**src/rtl/alu_seq.sv**
```systemverilog
// alu_seq: registered ALU with a valid/ready handshake on both sides.
// Single-cycle ops produce their result one edge after accept. MUL runs an
// iterative shift-add and takes WIDTH edges from accept to result.
// Ports:
//   clk, rst_n          clock, asynchronous active-low reset
//   in_valid/in_ready   operand handshake (in_ready high only in IDLE)
//   in1, in2, sel       operands and op code
//   out_valid/out_ready result handshake (out_valid high only in DONE)
//   out, Z, N, C, V     registered result and flags
module alu_seq #(
    parameter int WIDTH = 8,
    parameter int SHW   = $clog2(WIDTH)
) (
    input  logic             clk,
    input  logic             rst_n,
    input  logic             in_valid,
    output logic             in_ready,
    input  logic [WIDTH-1:0] in1,
    input  logic [WIDTH-1:0] in2,
    input  logic [3:0]       sel,
    output logic             out_valid,
    input  logic             out_ready,
    output logic [WIDTH-1:0] out,
    output logic             Z,
    output logic             N,
    output logic             C,
    output logic             V
);
    localparam logic [3:0] OP_SUB = 4'b0010;
    localparam logic [3:0] OP_AND = 4'b0011;
    localparam logic [3:0] OP_OR  = 4'b0100;
    localparam logic [3:0] OP_XOR = 4'b0101;
    localparam logic [3:0] OP_SHL = 4'b0110;
    localparam logic [3:0] OP_SHR = 4'b0111;
    localparam logic [3:0] OP_MUL = 4'b1000;
    localparam logic [3:0] OP_SLT = 4'b1001;
    localparam logic [3:0] OP_ASR = 4'b1010;

    typedef enum logic [1:0] {ST_IDLE, ST_MUL, ST_DONE} state_t;

    state_t             state_q, state_d;
    logic               out_valid_q, out_valid_d;
    logic [WIDTH-1:0]   out_q, out_d;
    logic               z_q, z_d, n_q, n_d, c_q, c_d, v_q, v_d;
    logic [WIDTH-1:0]   mcand_q, mcand_d;
    logic [WIDTH-1:0]   mplier_q, mplier_d;
    logic [2*WIDTH-1:0] acc_q, acc_d;
    logic [SHW-1:0]     cnt_q, cnt_d;

    // Single-cycle datapath
    logic [WIDTH:0]        sum, dif, shl_x, shr_x;
    logic signed [WIDTH:0] asr_x;
    logic                  sh_gt_w;
    logic [WIDTH-1:0]      alu_res;
    logic                  alu_c, alu_v;

    always_comb begin
        sum   = {1'b0, in1} + {1'b0, in2};
        dif   = {1'b0, in1} - {1'b0, in2};
        // The extra bit beside the result catches the last bit shifted out;
        // amounts of 0 or beyond WIDTH naturally leave it zero.
        shl_x = {1'b0, in1} << in2;
        shr_x = {in1, 1'b0} >> in2;
        asr_x = $signed({in1, 1'b0}) >>> in2;
        // ASR keeps shifting copies of the sign into the carry slot, so
        // amounts above WIDTH must clear C explicitly.
        sh_gt_w = (|in2[WIDTH-1:SHW+1]) || (in2[SHW:0] > (SHW+1)'(WIDTH));
        alu_res = sum[WIDTH-1:0];
        alu_c   = sum[WIDTH];
        alu_v   = (in1[WIDTH-1] == in2[WIDTH-1]) && (sum[WIDTH-1] != in1[WIDTH-1]);
        case (sel)
            OP_SUB: begin
                alu_res = dif[WIDTH-1:0];
                alu_c   = dif[WIDTH];
                alu_v   = (in1[WIDTH-1] != in2[WIDTH-1]) && (dif[WIDTH-1] != in1[WIDTH-1]);
            end
            OP_AND: begin alu_res = in1 & in2; alu_c = 1'b0; alu_v = 1'b0; end
            OP_OR:  begin alu_res = in1 | in2; alu_c = 1'b0; alu_v = 1'b0; end
            OP_XOR: begin alu_res = in1 ^ in2; alu_c = 1'b0; alu_v = 1'b0; end
            OP_SHL: begin alu_res = shl_x[WIDTH-1:0]; alu_c = shl_x[WIDTH]; alu_v = 1'b0; end
            OP_SHR: begin alu_res = shr_x[WIDTH:1];   alu_c = shr_x[0];     alu_v = 1'b0; end
            OP_ASR: begin
                alu_res = asr_x[WIDTH:1];
                alu_c   = asr_x[0] && !sh_gt_w;
                alu_v   = 1'b0;
            end
            OP_SLT: begin
                alu_res = {{(WIDTH-1){1'b0}}, ($signed(in1) < $signed(in2))};
                alu_c   = 1'b0;
                alu_v   = 1'b0;
            end
            default: ;
        endcase
    end

    // Multiply step. The last MUL cycle also folds in the top multiplier
    // bit, so all WIDTH partial products land within WIDTH edges of accept.
    logic [2*WIDTH-1:0] mcand_x, pp0, pp1, acc_nx;
    logic               mul_last;

    always_comb begin
        mcand_x  = {{WIDTH{1'b0}}, mcand_q};
        mul_last = (cnt_q == SHW'(WIDTH-2));
        pp0      = mplier_q[0] ? (mcand_x << cnt_q) : '0;
        pp1      = (mul_last && mplier_q[1]) ? (mcand_x << (WIDTH-1)) : '0;
        acc_nx   = acc_q + pp0 + pp1;
    end

    always_comb begin
        state_d  = state_q;
        out_d    = out_q;
        z_d      = z_q;
        n_d      = n_q;
        c_d      = c_q;
        v_d      = v_q;
        mcand_d  = mcand_q;
        mplier_d = mplier_q;
        acc_d    = acc_q;
        cnt_d    = cnt_q;
        case (state_q)
            ST_IDLE: begin
                if (in_valid) begin
                    if (sel == OP_MUL) begin
                        mcand_d  = in1;
                        mplier_d = in2;
                        acc_d    = '0;
                        cnt_d    = '0;
                        state_d  = ST_MUL;
                    end else begin
                        out_d   = alu_res;
                        z_d     = (alu_res == '0);
                        n_d     = alu_res[WIDTH-1];
                        c_d     = alu_c;
                        v_d     = alu_v;
                        state_d = ST_DONE;
                    end
                end
            end
            ST_MUL: begin
                acc_d    = acc_nx;
                mplier_d = mplier_q >> 1;
                cnt_d    = cnt_q + SHW'(1);
                if (mul_last) begin
                    out_d   = acc_nx[WIDTH-1:0];
                    z_d     = (acc_nx[WIDTH-1:0] == '0);
                    n_d     = acc_nx[WIDTH-1];
                    c_d     = |acc_nx[2*WIDTH-1:WIDTH];
                    v_d     = 1'b0;
                    state_d = ST_DONE;
                end
            end
            ST_DONE: begin
                if (out_ready) state_d = ST_IDLE;
            end
            default: state_d = ST_IDLE;
        endcase
        out_valid_d = (state_d == ST_DONE);
    end

    always_ff @(posedge clk or negedge rst_n) begin
        if (!rst_n) begin
            state_q     <= ST_IDLE;
            out_valid_q <= 1'b0;
            out_q       <= '0;
            z_q         <= 1'b1;
            n_q         <= 1'b0;
            c_q         <= 1'b0;
            v_q         <= 1'b0;
            mcand_q     <= '0;
            mplier_q    <= '0;
            acc_q       <= '0;
            cnt_q       <= '0;
        end else begin
            state_q     <= state_d;
            out_valid_q <= out_valid_d;
            out_q       <= out_d;
            z_q         <= z_d;
            n_q         <= n_d;
            c_q         <= c_d;
            v_q         <= v_d;
            mcand_q     <= mcand_d;
            mplier_q    <= mplier_d;
            acc_q       <= acc_d;
            cnt_q       <= cnt_d;
        end
    end

    assign in_ready  = (state_q == ST_IDLE);
    assign out_valid = out_valid_q;
    assign out       = out_q;
    assign Z         = z_q;
    assign N         = n_q;
    assign C         = c_q;
    assign V         = v_q;
endmodule

```
**config.mk**
```make
export PLATFORM = sky130hd
export DESIGN_NAME = alu_seq
export DESIGN_NICKNAME = d
export VERILOG_FILES = /design/src/rtl/alu_seq.sv
export SDC_FILE = /design/constraint.sdc
export NUM_CORES = 1
export LEC_CHECK = 0
export CORE_MARGIN = 1
export CORE_UTILIZATION = 65
export CTS_CLUSTER_SIZE = 10
export DETAILED_ROUTE_END_ITERATION = 10
export PLACE_DENSITY = 0.87
export SLEW_MARGIN = 20
export SYNTH_ARGS = -nofsm -noshare
export SYNTH_HDL_FRONTEND = slang
export SYNTH_SLANG_ARGS = --single-unit
```
**constraint.sdc**
```tcl
create_clock -name clk -period 7.1 [get_ports clk]
set_input_delay 1.42 -clock clk [delete_from_list [all_inputs] [get_ports clk]]
set_output_delay 1.42 -clock clk [all_outputs]
set_load 0.005 [all_outputs]
```
* Word level (Yosys, flattened, before mapping) *
Index checks and enable logic that the tools add are counted.

cells by class
  $add $sub $neg = 5
  multipliers = 0
  div/mod/pow operators = 0
  $lt $le $gt $ge = 2
  eq/ne operators = 21
  shifts and indexed selects = 4
  mux-type cells = 39
  bitwise logic cells = 3
  reductions and logical operators = 17

operators with widths
  cell                                            number
  case mux 8 bit (8 select lines)                 1
  2-to-1 mux 16 bit                               3
  2-to-1 mux 8 bit                                5
  case mux 16 bit (2 select lines)                1
  case mux 8 bit (2 select lines)                 2
  adder 16 x 15 -> 16 bit                         1
  adder 16 bit                                    1
  == test 4 x 3 -> 1 bit (second input constant)  4
  logical NOT 8 bit                               2
  left shift 8 x 3 -> 16 bit                      1
  2-to-1 mux 15 bit                               1
  == test 4 bit (second input constant)           3
  2-to-1 mux 1 bit                                12
  case mux 1 bit (2 select lines)                 5
  adder 8 x 8 -> 9 bit                            1
  left shift 8 x 8 -> 9 bit                       1
  right shift 9 x 8 -> 9 bit                      1
  >>> shifter 9 x 8 -> 9 bit                      1
  subtractor 8 x 8 -> 9 bit                       1
  bitwise AND 8 bit                               1
  == test 4 x 2 -> 1 bit (second input constant)  2
  < comparator 8 bit                              1
  2-to-1 mux 2 bit                                4
  OR 8 bit                                        1
  other kinds (24)                                35

storage, ports and cells
  flip-flop bits (word level) = 50
  latch bits = 0
  memory bits (writable) = 0
  memory bits (read-only) = 0
  input bits = 24
  output and inout port bits = 14
  memories = 0

* Longest topological paths before layout *
  depth after elaboration = 8
  gate-level depth with buffers = 18
  gate-level depth less buffers = 16

* Worst setup path after synthesis *
OpenSTA, ideal clock, no wires.

  path kind = in2reg
  start = input port in2[2]
  end = register z_q (netlist: Z)
  arrival = 3.936 ns
  required time = 7.040 ns
  slack = 3.103 ns
  stages = 12
  path buffers = 2
  cells stage by stage = inv_1 clkbuf_1 ha_1 buf_6 a21o_1 or3_1 a311o_1 a221oi_2 and3_1 nand4bb_1 nor4b_1 o22a_1

on the way
  cells in the longest elaborated chain, start to end = 6
  elaborated cells between the ends (all ways) = 14

ends and longest elaborated chain
  what                                                line  RTL
  start, declared                                     19    input logic [WIDTH-1:0] in2,
  adder 8 x 8 -> 9 bit, or another cell as far along  58    sum = {1'b0, in1} + {1'b0, in2};
  case mux 8 bit (8 select lines) (*)                 71    case (sel)
  logical NOT 8 bit (*)                               131   z_d = (alu_res == '0);
  2-to-1 mux 1 bit (*)                                123   if (sel == OP_MUL) begin
  2-to-1 mux 1 bit (*)                                122   if (in_valid) begin
  case mux 1 bit (2 select lines) (*)                 120   case (state_q)
  end signal, assigned                                177   z_q <= z_d;
  end, declared                                       44    logic z_q, z_d, n_q, n_d, c_q, c_d, v_q, v_d;

Mark *: on every way between the ends. The rest lies on a longest branch, timed or not. The select of a mux whose other input is x is not followed.
A chain may end at the register's enable or synchronous reset.

* Worst setup path in the final report *
Same ends and word-level chain as after synthesis.

==> results.yml <==
placement:
  dp_hpwl_mm: 13.1
  pre_cts_ws_ns: 1.88
  io_buffers: 37
  placed_area_mm2: 0.00603
  gp_congestion: 0.978
clock_network:
  cts_sinks: 49
  cts_root_buf: "clkbuf_8"
  clock_path_buffers: 2
  numCtsBuffers: 5
  htreeDepth: 2
  cts_hold_buf: 0
  cts-resized-gates: 0
  postCtsSetupRepairBufs: 0
  cts.clk_slew.worst_paths_ns: 0.11
  cts_tree: "done"
  insertion_delay_ns: 0.33
synth:
  synth_cells: 725
  async_reset_ff_frac: 1.00
  synth_warnings: 0
  dominantRegCellSynth: "dfrtp_1"
  ys_ff_latch: 49
  synth_cell_types: 82
  synthTopCellsByArea: "dfrtp_1, ha_1, nand2_1"
  netlist_area_mm2: 0.00574
  syn_nets: 807
  synth-edff-count: 0
  yosysSeqAreaShare: 0.214
  syn_avg_cell_area_um2: 7.91
  yosys.area.top_type: "dfrtp_1"
  synth_top_area_frac: 0.209
setup_path:
  end_kind: "flip-flop"
  crit_family: "buffers and inverters"
  cp_max_fo: 16
  path_cells: "clkdlybuf4s50_1, inv_1, ha_1, and3_1, or3_1, a311o_1, a221oi_2, and3_1, nand4bb_1, nor4b_1, o22a_1"
  start_kind: "primary input"
  critPathKind: "primary input to flip-flop"
  arrival_ns: 5.18
  crit_buf_inv: 2
  slowest_stage: "clkdlybuf4s50_1"
  cp.required_ns: 7.37
  cp_slowest_stage_delay_ns: 0.84
  crit_top_cell: "and3_1"
cells_and_area:
  num_antenna_cells: 0
  nets: 806
  final_common_cell: "nand2_1"
  final_cell_mix: "nand2_1, o21ai_0, nor2_1"
  drive_gt1_frac: 0.0662
  syn2layout_area_growth_pct: 6.83
  fin_area_mm2: 0.00613
  nFillCells: 619
grt:
  grt_max_degree: 50
  grt_antenna_before_repair: 0
  gr-total-overflow: 0
  grt_pass1_vias: 5398
  grt_pass1_wl_mm: 26.8
  grt_use_total: 0.385
floorplanning:
  ioPinCount: 38
  core_mm2: 0.00838
  rows: 33
  die_y_um: 95.9
  start_util: 0.684
  die_w_um: 95.9
  fp.dieArea_mm2: 0.00920
sta:
  fin_crit_ns: 4.91
  setup_viol: 0
  layout_setup_ws_ns: 2.19
  tns_ns: 0
  worst_pin_slew_ns: 1.04
  timing.fmax_mhz: 204
  final_max_slew_viol_count: 0
  timing.final.crit_share: 0.692
  hold_viol_final: 0
  rsz0062_at_grt: "no"
  max_slew_margin: 0.306
  skew_ns: 0.0170
route:
  first_pass_iters: 5
  ant_nets: 0
  drt-wirelength-per-cell_um: 21.1
  routed-via-count: 5857
  drt-initial-drc-count: 553
  via_per_inst: 7.06
  drc_errors: 0
  postRouteWirelength_mm: 17.5
worst_hold_path:
  hold_class: "flip-flop to flip-flop"
pwr:
  peakVddDrop_uv: 128
  power_per_cell_area_mw_per_mm2: 255
  internal_power_mw: 0.834
  combPwrFrac: 0.550
  clkPwrFrac: 0.117
  power.leakage_nw: 2.68
  swShare: 0.466
  p_switching_mw: 0.729
  seqPwrFrac: 0.332
outcome:
  status: "completed"
job:
  cap_viol_max_count: 0
[state kept, by name (all words and copies together), names as in the netlist]
signal / flops
C: 1
V: 1
Z: 1
acc_q: 16
cnt_q: 3
mcand_q: 8
mplier_q: 8
out: 8
out_valid: 1
state_q: 2
[cells by family after synthesis]
| family | count (synthesis) | synth area share |
|---|---|---|
| buffers and inverters | 85 | 0.0648 |
| XOR/XNOR | 16 | 0.0244 |
| AO/OA/AOI/OAI | 209 | 0.237 |
| AND/OR/NAND/NOR | 281 | 0.255 |
| flip-flops | 49 | 0.214 |
| multiplexers | 27 | 0.0635 |
| adder cells (fa/ha/maj) | 58 | 0.141 |
[power by group through the flow]
stage / Clock, mW / Sequential (mW) / Combinational [mW]
after floorplan: 0 / 0.459 / 0.626
after global placement: 0 / 0.508 / 0.799
after detailed placement: 0 / 0.517 / 0.837
after CTS: 0.181 / 0.513 / 0.847
after global routing: 0.189 / 0.534 / 0.948
final: 0.183 / 0.519 / 0.860
[tightest hold or removal path, stage by stage, from the launching register on]
cell,delay [ns]
dfrtp_1,0.36
nand2_1,0.05
o21ai_0,0.06
[metrics by stage]
step / power (mW) / utilization / hold WS [ns] / std cells
3_3_place_gp: 1.31 / 0.720 / 0.465 / 822
6_report: 1.56 / 0.731 / 0.487 / 830
2_1_floorplan: 1.09 / - / 0.449 / 725
5_1_grt: 1.67 / 0.731 / 0.526 / 830
3_5_place_dp: 1.35 / 0.720 / 0.469 / 822
4_1_cts: 1.54 / 0.731 / 0.487 / 830
[cell usage after synthesis (14+ instances only)]
library cell	count
nor3_1	14
nor2_1	60
mux2i_1	15
dfrtp_1	48
ha_1	47
nand2_1	86
a31oi_1	14
inv_1	33
a21oi_1	41
o21ai_0	62
a21o_1	14
nand3_1	28
clkbuf_1	29
[final cells by class]
cell class / instances / area [um2] / share of cell area
inverters: 35 / 131 / 0.0214
well taps: 105 / 131 / 0.0214
repair buffers: 42 / 400 / 0.0653
multi-input cells: 591 / 4140 / 0.676
clock inverters: 3 / 26.3 / 0.00429
flip-flops and latches: 49 / 1230 / 0.200
clock buffers: 5 / 68.8 / 0.0112
[worst paths after layout]
| check | start | endpoint | slack [ns] | cells past startpoint |
|---|---|---|---|---|
| worst max-delay path | in2[2] | Z | 2.19 | 11 |
| worst min-delay path | mplier_q[4] | mplier_q[3] | 0.49 | 2 |
| worst max register to register | cnt_q[1] | C | 2.56 | 12 |
| worst min register to register | mplier_q[4] | mplier_q[3] | 0.49 | 2 |
| max in group asynchronous | rst_n | out[3] | 5.57 | 1 |
| min in group asynchronous | rst_n | acc_q[12] | 1.10 | 1 |
[per-layer routing]
metal	wire, um	vias up	GRT usage
met5	0	-	0
met4	777	0	0.211
met3	1590	64	0.0482
met2	8300	381	0.645
met1	6860	2770	0.479
li1	-	2642	-
(Power assumes the default switching activity.)
